<file path="config.mk">
export PLATFORM = sky130hd
export DESIGN_NAME = load_writeback_unit
export DESIGN_NICKNAME = d
export VERILOG_FILES = /design/src/rtl/load_writeback_unit.sv
export SDC_FILE = /design/constraint.sdc
export NUM_CORES = 1
export LEC_CHECK = 0
export ABC_AREA = 1
export BUFFER_PORTS_ARGS = -buffer_cell sky130_fd_sc_hd__buf_2
export CAP_MARGIN = 40
export CORE_ASPECT_RATIO = 1.4
export CORE_MARGIN = 2
export CORE_UTILIZATION = 52
export DETAILED_ROUTE_END_ITERATION = 7
export PLACE_DENSITY_LB_ADDON = 0.2
export SKIP_CTS_REPAIR_TIMING = 1
export SYNTH_ARGS = -nofsm -noshare
export SYNTH_HDL_FRONTEND = slang
export SYNTH_SLANG_ARGS = --single-unit
</file>
<file path="constraint.sdc">
create_clock -name clk -period 2.3 [get_ports clk]
set_clock_uncertainty 0.2 [all_clocks]
set_input_delay 0.345 -clock clk [delete_from_list [all_inputs] [get_ports clk]]
set_output_delay 0.345 -clock clk [all_outputs]
set_load 0.01 [all_outputs]
</file>
<file path="src/rtl/load_writeback_unit.sv">
// Load sequencer: reads the base register, forms the effective address, performs a
// req/ack memory read, extracts and extends the loaded value and writes it back.
module load_writeback_unit #(
  parameter int TIMEOUT_CYCLES = 16
) (
  input  logic        clk,
  input  logic        reset,
  input  logic        ld_valid,
  output logic        ld_ready,
  input  logic [4:0]  ld_base_reg,
  input  logic [4:0]  ld_dest_reg,
  input  logic [31:0] ld_offset,
  input  logic [2:0]  ld_funct3,
  output logic [4:0]  rf_read_reg,
  input  logic [31:0] rf_read_data,
  output logic        rf_reg_write,
  output logic [4:0]  rf_write_reg,
  output logic [31:0] rf_write_data,
  output logic        mem_req,
  output logic [31:0] mem_addr,
  input  logic        mem_ack,
  input  logic [31:0] mem_rdata,
  output logic        ld_done,
  output logic        ld_error,
  output logic [1:0]  err_code
);

  localparam logic [2:0] S_IDLE  = 3'd0;
  localparam logic [2:0] S_FETCH = 3'd1;
  localparam logic [2:0] S_CHECK = 3'd2;
  localparam logic [2:0] S_WAIT  = 3'd3;
  localparam logic [2:0] S_WB    = 3'd4;
  localparam logic [2:0] S_ERR   = 3'd5;

  localparam logic [7:0] CNT_LAST = 8'(TIMEOUT_CYCLES - 1);

  localparam logic [1:0] ERR_MISALIGN = 2'b01;
  localparam logic [1:0] ERR_TIMEOUT  = 2'b10;
  localparam logic [1:0] ERR_FUNCT3   = 2'b11;

  logic [2:0]  state_reg;
  logic [4:0]  base_reg;
  logic [4:0]  dest_reg;
  logic [31:0] offset_reg;
  logic [2:0]  funct3_reg;
  logic [31:0] addr_reg;
  logic [31:0] data_reg;
  logic [7:0]  cnt_reg;
  logic [1:0]  err_reg;

  logic        funct3_ok;
  logic        misaligned;
  logic [7:0]  byte_sel;
  logic [15:0] half_sel;
  logic [31:0] extract_next;

  always_comb begin
    funct3_ok = (funct3_reg == 3'b000) || (funct3_reg == 3'b001) || (funct3_reg == 3'b010) ||
                (funct3_reg == 3'b100) || (funct3_reg == 3'b101);
    misaligned = ((funct3_reg[1:0] == 2'b01) && addr_reg[0]) ||
                 ((funct3_reg == 3'b010) && (addr_reg[1:0] != 2'b00));
  end

  // Lane selection uses the byte offset of the effective address within the word.
  always_comb begin
    byte_sel = mem_rdata[{addr_reg[1:0], 3'b000} +: 8];
    half_sel = mem_rdata[{addr_reg[1], 4'b0000} +: 16];
    case (funct3_reg)
      3'b000:  extract_next = {{24{byte_sel[7]}}, byte_sel};
      3'b100:  extract_next = {24'd0, byte_sel};
      3'b001:  extract_next = {{16{half_sel[15]}}, half_sel};
      3'b101:  extract_next = {16'd0, half_sel};
      default: extract_next = mem_rdata;
    endcase
  end

  always_ff @(posedge clk) begin
    if (reset) begin
      state_reg  <= S_IDLE;
      base_reg   <= '0;
      dest_reg   <= '0;
      offset_reg <= '0;
      funct3_reg <= '0;
      addr_reg   <= '0;
      data_reg   <= '0;
      cnt_reg    <= '0;
      err_reg    <= '0;
    end else begin
      case (state_reg)
        S_IDLE: begin
          if (ld_valid) begin
            base_reg   <= ld_base_reg;
            dest_reg   <= ld_dest_reg;
            offset_reg <= ld_offset;
            funct3_reg <= ld_funct3;
            state_reg  <= S_FETCH;
          end
        end
        S_FETCH: begin
          addr_reg  <= rf_read_data + offset_reg;
          state_reg <= S_CHECK;
        end
        S_CHECK: begin
          cnt_reg <= '0;
          if (!funct3_ok) begin
            err_reg   <= ERR_FUNCT3;
            state_reg <= S_ERR;
          end else if (misaligned) begin
            err_reg   <= ERR_MISALIGN;
            state_reg <= S_ERR;
          end else begin
            state_reg <= S_WAIT;
          end
        end
        S_WAIT: begin
          // Ack wins over timeout, so an ack in the final allowed cycle succeeds.
          if (mem_ack) begin
            data_reg  <= extract_next;
            state_reg <= S_WB;
          end else if (cnt_reg == CNT_LAST) begin
            err_reg   <= ERR_TIMEOUT;
            state_reg <= S_ERR;
          end else begin
            cnt_reg <= cnt_reg + 8'd1;
          end
        end
        default: begin
          state_reg <= S_IDLE;
        end
      endcase
    end
  end

  always_comb begin
    ld_ready      = (state_reg == S_IDLE) && !reset;
    rf_read_reg   = (state_reg == S_FETCH) ? base_reg : 5'd0;
    mem_req       = (state_reg == S_WAIT);
    mem_addr      = (state_reg == S_WAIT) ? {addr_reg[31:2], 2'b00} : 32'd0;
    ld_done       = (state_reg == S_WB);
    rf_reg_write  = (state_reg == S_WB) && (dest_reg != 5'd0);
    rf_write_reg  = (state_reg == S_WB) ? dest_reg : 5'd0;
    rf_write_data = (state_reg == S_WB) ? data_reg : 32'd0;
    ld_error      = (state_reg == S_ERR);
    err_code      = (state_reg == S_ERR) ? err_reg : 2'b00;
  end

endmodule

</file>
Word level (Yosys, flattened, before mapping). Cells that the tools add are included.

Register bits after elaboration: 122. Input bits: 113. Output and inout bits: 81.

Add/subtract/negate cells: 2. Equal/unequal tests: 17. Shifts and indexed selects: 2. Mux-type cells: 20. Reductions and logical operators: 20.

Operator list (number): case mux 32 bit (4 select lines) (1); two-way mux 32 bit (2); adder 32 bit (1); variable part select 32 x 6 -> 16 bit (1); variable part select 32 x 6 -> 8 bit (1); two-way mux 8 bit (2); case mux 8 bit (2 select lines) (1); two-way mux 3 bit (5); equality test 3 bit, second input constant (4); case mux 3 bit (4 select lines) (1); two-way mux 2 bit (5); two-way mux 5 bit (2); equality test 3 x 2 -> 1 bit, second input constant (3); adder 8 x 1 -> 8 bit, second input constant (1); equality test 8 x 4 -> 1 bit, second input constant (1); equality test 3 x 1 -> 1 bit, second input constant (2); zero test 3 bit (2); != test 2 bit, second input constant (3); AND reduction 2 bit (3); logical OR 1 bit (5); nonzero test 5 bit (1); logical AND 1 bit (4); case mux 2 bit (2 select lines) (1); AND reduction 4 bit (1); other kinds (7) (8).

Logic depth before layout (Yosys ltp).
Word-level depth: 7. Depth in mapped cells: 13. Depth with buffers taken out: 13.

Least setup slack after synthesis. No wires, ideal clock.

Path type: input port to flip-flop. From: input port rf_read_data[0]. To: register addr_reg[20]. Library setup time: 0.109 ns. Arrival time: 1.721 ns. Required time: 1.991 ns. Slack: 0.270 ns. Stages on the path: 12. Buffers on the path: 0. Cells stage by stage: ha_1 fa_1 nand3_1 nand3_1 nand3_1 nand3_1 nand3_1 nand2_1 nand2_1 nand3_1 nand2_1 inv_1.

Word-level cells in the longest chain between the ends: 1.

RTL lines: from (decl) (line 15) `input logic [31:0] rf_read_data,`; adder 32 bit (line 100) `addr_reg <= rf_read_data + offset_reg;`; to (signal assigned) (line 100); to (decl) (line 46) `logic [31:0] addr_reg;`.

No other way between the ends. A chain may end at the register's enable or synchronous reset.

Worst setup path in the final report.
From: register state_reg[1]. To: output port mem_addr[8].

Word-level cells in the longest chain between the ends: 2.

RTL lines: from (decl) (line 41) `logic [2:0] state_reg;`; from (signal assigned) (line 79) `state_reg <= S_IDLE;`; from (signal assigned) (line 96) `state_reg <= S_FETCH;`; from (signal assigned) (line 101) `state_reg <= S_CHECK;`; equality test 3 x 2 -> 1 bit (line 138) `mem_addr = (state_reg == S_WAIT) ? {addr_reg[31:2], 2'b00} : 32'd0;`; two-way mux 32 bit (line 138); to (decl) (line 20) `output logic [31:0] mem_addr,`.

No other way between the ends.

==> impl_metrics.py <==
metrics = {
    "outcome": {
        "status": "complete, but fails checks",
        "violations": "hold timing",
    },
    "pwr": {
        "clockPowerShare_pct": 36.1,
        "totalPowerFinal_mw": 7.128,
        "swShare_pct": 35.76,
        "intPower_mw": 4.579,
        "power_frac_comb_pct": 29.1,
        "switching_power_mw": 2.549,
        "p_leak_nw": 5.294,
        "p_seq_share_pct": 34.8,
        "p_per_area_mw_per_mm2": 729.4,
        "irDropWorstVdd_mv": 0.4579,
    },
    "setup_path": {
        "critPathKind": "reg -> out",
        "critPathCaptureType": "output pin",
        "cp_data_required_time_ps": 1750,
        "critPathArrivalTime_ps": 1660,
        "cp-start-kind": "register",
        "worstPathMaxFanout": 32,
    },
    "sta": {
        "hold_viol": 3,
        "setup_violations": 0,
        "finalSetupTns_ps": 0,
        "maxSlewViolCount": 0,
        "fin_ws_ps": 90.67,
        "min_period_over_period_pct": 96.06,
        "rsz0062_at_grt": "no",
        "max_freq_mhz": 452.6,
        "max_slew_margin_pct": 58.46,
        "post-route-min-period_ps": 2209,
        "holdWs_ps": -2.827,
        "worst_pin_slew_ps": 622.2,
    },
    "global_route": {
        "grt_pass1_vias": 7602,
        "grt_max_degree": 60,
        "gr-usage-met1_pct": 29.86,
        "met2_usage_pct": 51.97,
        "grt_overflow_total": 0,
        "top_usage_layer": "met2",
        "grt_pass1_wl_um": 35620,
        "use_met3_pct": 4.805,
        "antenna_found_initial": 0,
        "grt_usage_pct": 27.73,
    },
    "synthesis": {
        "postSynthAreaPerCell_um2": 6.038,
        "synth_flop_cell": "dfxtp_1",
        "synth.area.mux_share_pct": 0,
        "ys_warn_count": 0,
        "netlist_top_cells_count": "inv_1 (298), nand2_1 (293), a21oi_1 (140)",
        "synth_top_area_share_pct": 30.53,
        "ys_ff_latch": 122,
        "synth_top_family_by_area": "simple AND/OR/NAND/NOR gates",
        "synth_adder_area_share_pct": 5.255,
        "yosysUniqueCellTypes": 42,
        "yosysMostFrequentCell": "inv_1",
        "ys_seq_area_share_pct": 30.53,
        "synth-xor-area-share_pct": 1.861,
        "synth_cells": 1325,
        "async_flop_share_pct": 0,
        "ys_top_cells_by_area": "dfxtp_1 (31%), inv_1 (14%), nand2_1 (14%)",
        "yosys.area_share.simple_pct": 25.38,
        "synth_area_leader_cell": "dfxtp_1",
        "synth_edf_count": 0,
        "synth-compound-area-share_pct": 19.82,
        "synth.cell_area_mm2": 0.008000,
    },
    "floorplanning": {
        "fp.dieH_um": 150.8,
        "core_mm2": 0.01505,
        "die_w_um": 108.8,
        "initial_core_util_pct": 53.15,
        "ios": 194,
        "rows": 53,
        "die_area_mm2": 0.01641,
    },
    "routing": {
        "wl_um": 22700,
        "drt_iter0_markers": 545,
        "drt_pass1_iterations": 6,
        "drc": 0,
        "wire_per_inst_um": 13.28,
        "viasPerCell": 4.965,
        "ant_nets": 0,
        "vias": 8485,
    },
    "clocking": {
        "clock_latency_ps": 420,
        "cts_inserted_buffers": 17,
        "path_clk_slew_ps": 60,
        "cts_sinks": 122,
        "clockBufferDepth": 2,
        "cts_tree": "done",
        "cts.htree.levels": 4,
        "cts-root-buf": "clkbuf_16",
    },
    "layout": {
        "area_growth_pct": 22.16,
        "stdcell_count": 1709,
        "final_util_pct": 64.92,
        "nFillCells": 1545,
        "drive_gt1_share_pct": 17.88,
        "nets": 1649,
    },
    "placed_design": {
        "post-place-ws_ps": 9.873,
        "place.gp.congestion": 0.9313,
        "port_buffers": 191,
        "dp_hpwl_um": 17370,
        "dp_cells": 1676,
    },
    "run": {
        "drv_cap": 0,
    },
    "min_path": {
        "hp-class": "in -> reg",
    },
}
[stage by stage]
stage,instance area (um^2),hold WS (ps)
3_3_place_gp,9170,234.0
6_report,9773,-2.827
2_1_floorplan,8004,227.1
5_1_grt,9771,13.77
4_1_cts,9734,-12.67
3_5_place_dp,9170,238.8
[layer usage]
layer	share of wire [%]	vias up	routed length, um
li1	-	4457	-
met1	40	3700	9005
met4	3.9	0	895
met5	0	-	0
met3	5.0	61	1141
met2	51	267	11650
[worst paths after layout]
| kind | cells past startpoint | end | slack (ps) | from |
|---|---|---|---|---|
| min reg2reg | 2 | offset_reg[12] | 240 | offset_reg[12] |
| max reg2reg | 9 | addr_reg[12] | 190 | offset_reg[0] |
| min | 3 | offset_reg[27] | -3 | ld_offset[27] |
| max | 6 | mem_addr[8] | 90 | state_reg[1] |
[cells in the final DEF, fill, tap and decap left out, drive strengths merged, types with 3 or more instances in the layout]
master      n
a21oi     143
ha         32
nor3       10
nand2     296
dfxtp     122
nor2      138
nand3      48
o221ai      6
clkinvlp    5
clkbuf     17
nand4       5
o211ai      8
inv       311
buf       208
clkinv      4
o2111ai     3
o21bai      4
xor2       15
o21ai     126
[power groups by stage]
stage	clock (mW)	combinational (mW)	sequential, mW
after global placement	0	2.03	2.51
after global routing	2.72	2.36	2.51
after floorplan	0	1.48	2.48
final	2.57	2.07	2.48
after detailed placement	0	2.05	2.52
after CTS	2.62	2.07	2.48
[layout make-up]
| type | count | area, um^2 | share of cell area, % |
|---|---|---|---|
| Inverter | 306 | 1151 | 11.78 |
| Sequential cell | 122 | 2449 | 25.05 |
| Tap cell | 192 | 240.2 | 2.458 |
| Timing Repair Buffer | 208 | 1137 | 11.64 |
| Multi-Input combinational cell | 848 | 4229 | 43.27 |
| Clock buffer | 17 | 425.4 | 4.353 |
| Antenna cell | 1 | 2.502 | 0.02560 |
| Clock inverter | 15 | 138.9 | 1.421 |
[cell families after synthesis]
| group | Yosys count |
|---|---|
| and+or+nand+nor | 501 |
| buffers and inverters | 356 |
| AOI/OAI and AO/OA | 295 |
| DFF | 122 |
| adders and majority gates | 33 |
| xor gates and xnor gates | 17 |
| other | 1 |
[worst max-delay path: stages, from the launching register on]
cell,delay [ps]
dfxtp_4,400
inv_2,80
nor2_4,120
nand2_2,100
buf_6,210
nor2_2,170
buf_2,160
Power figures use the tool's default switching activity.
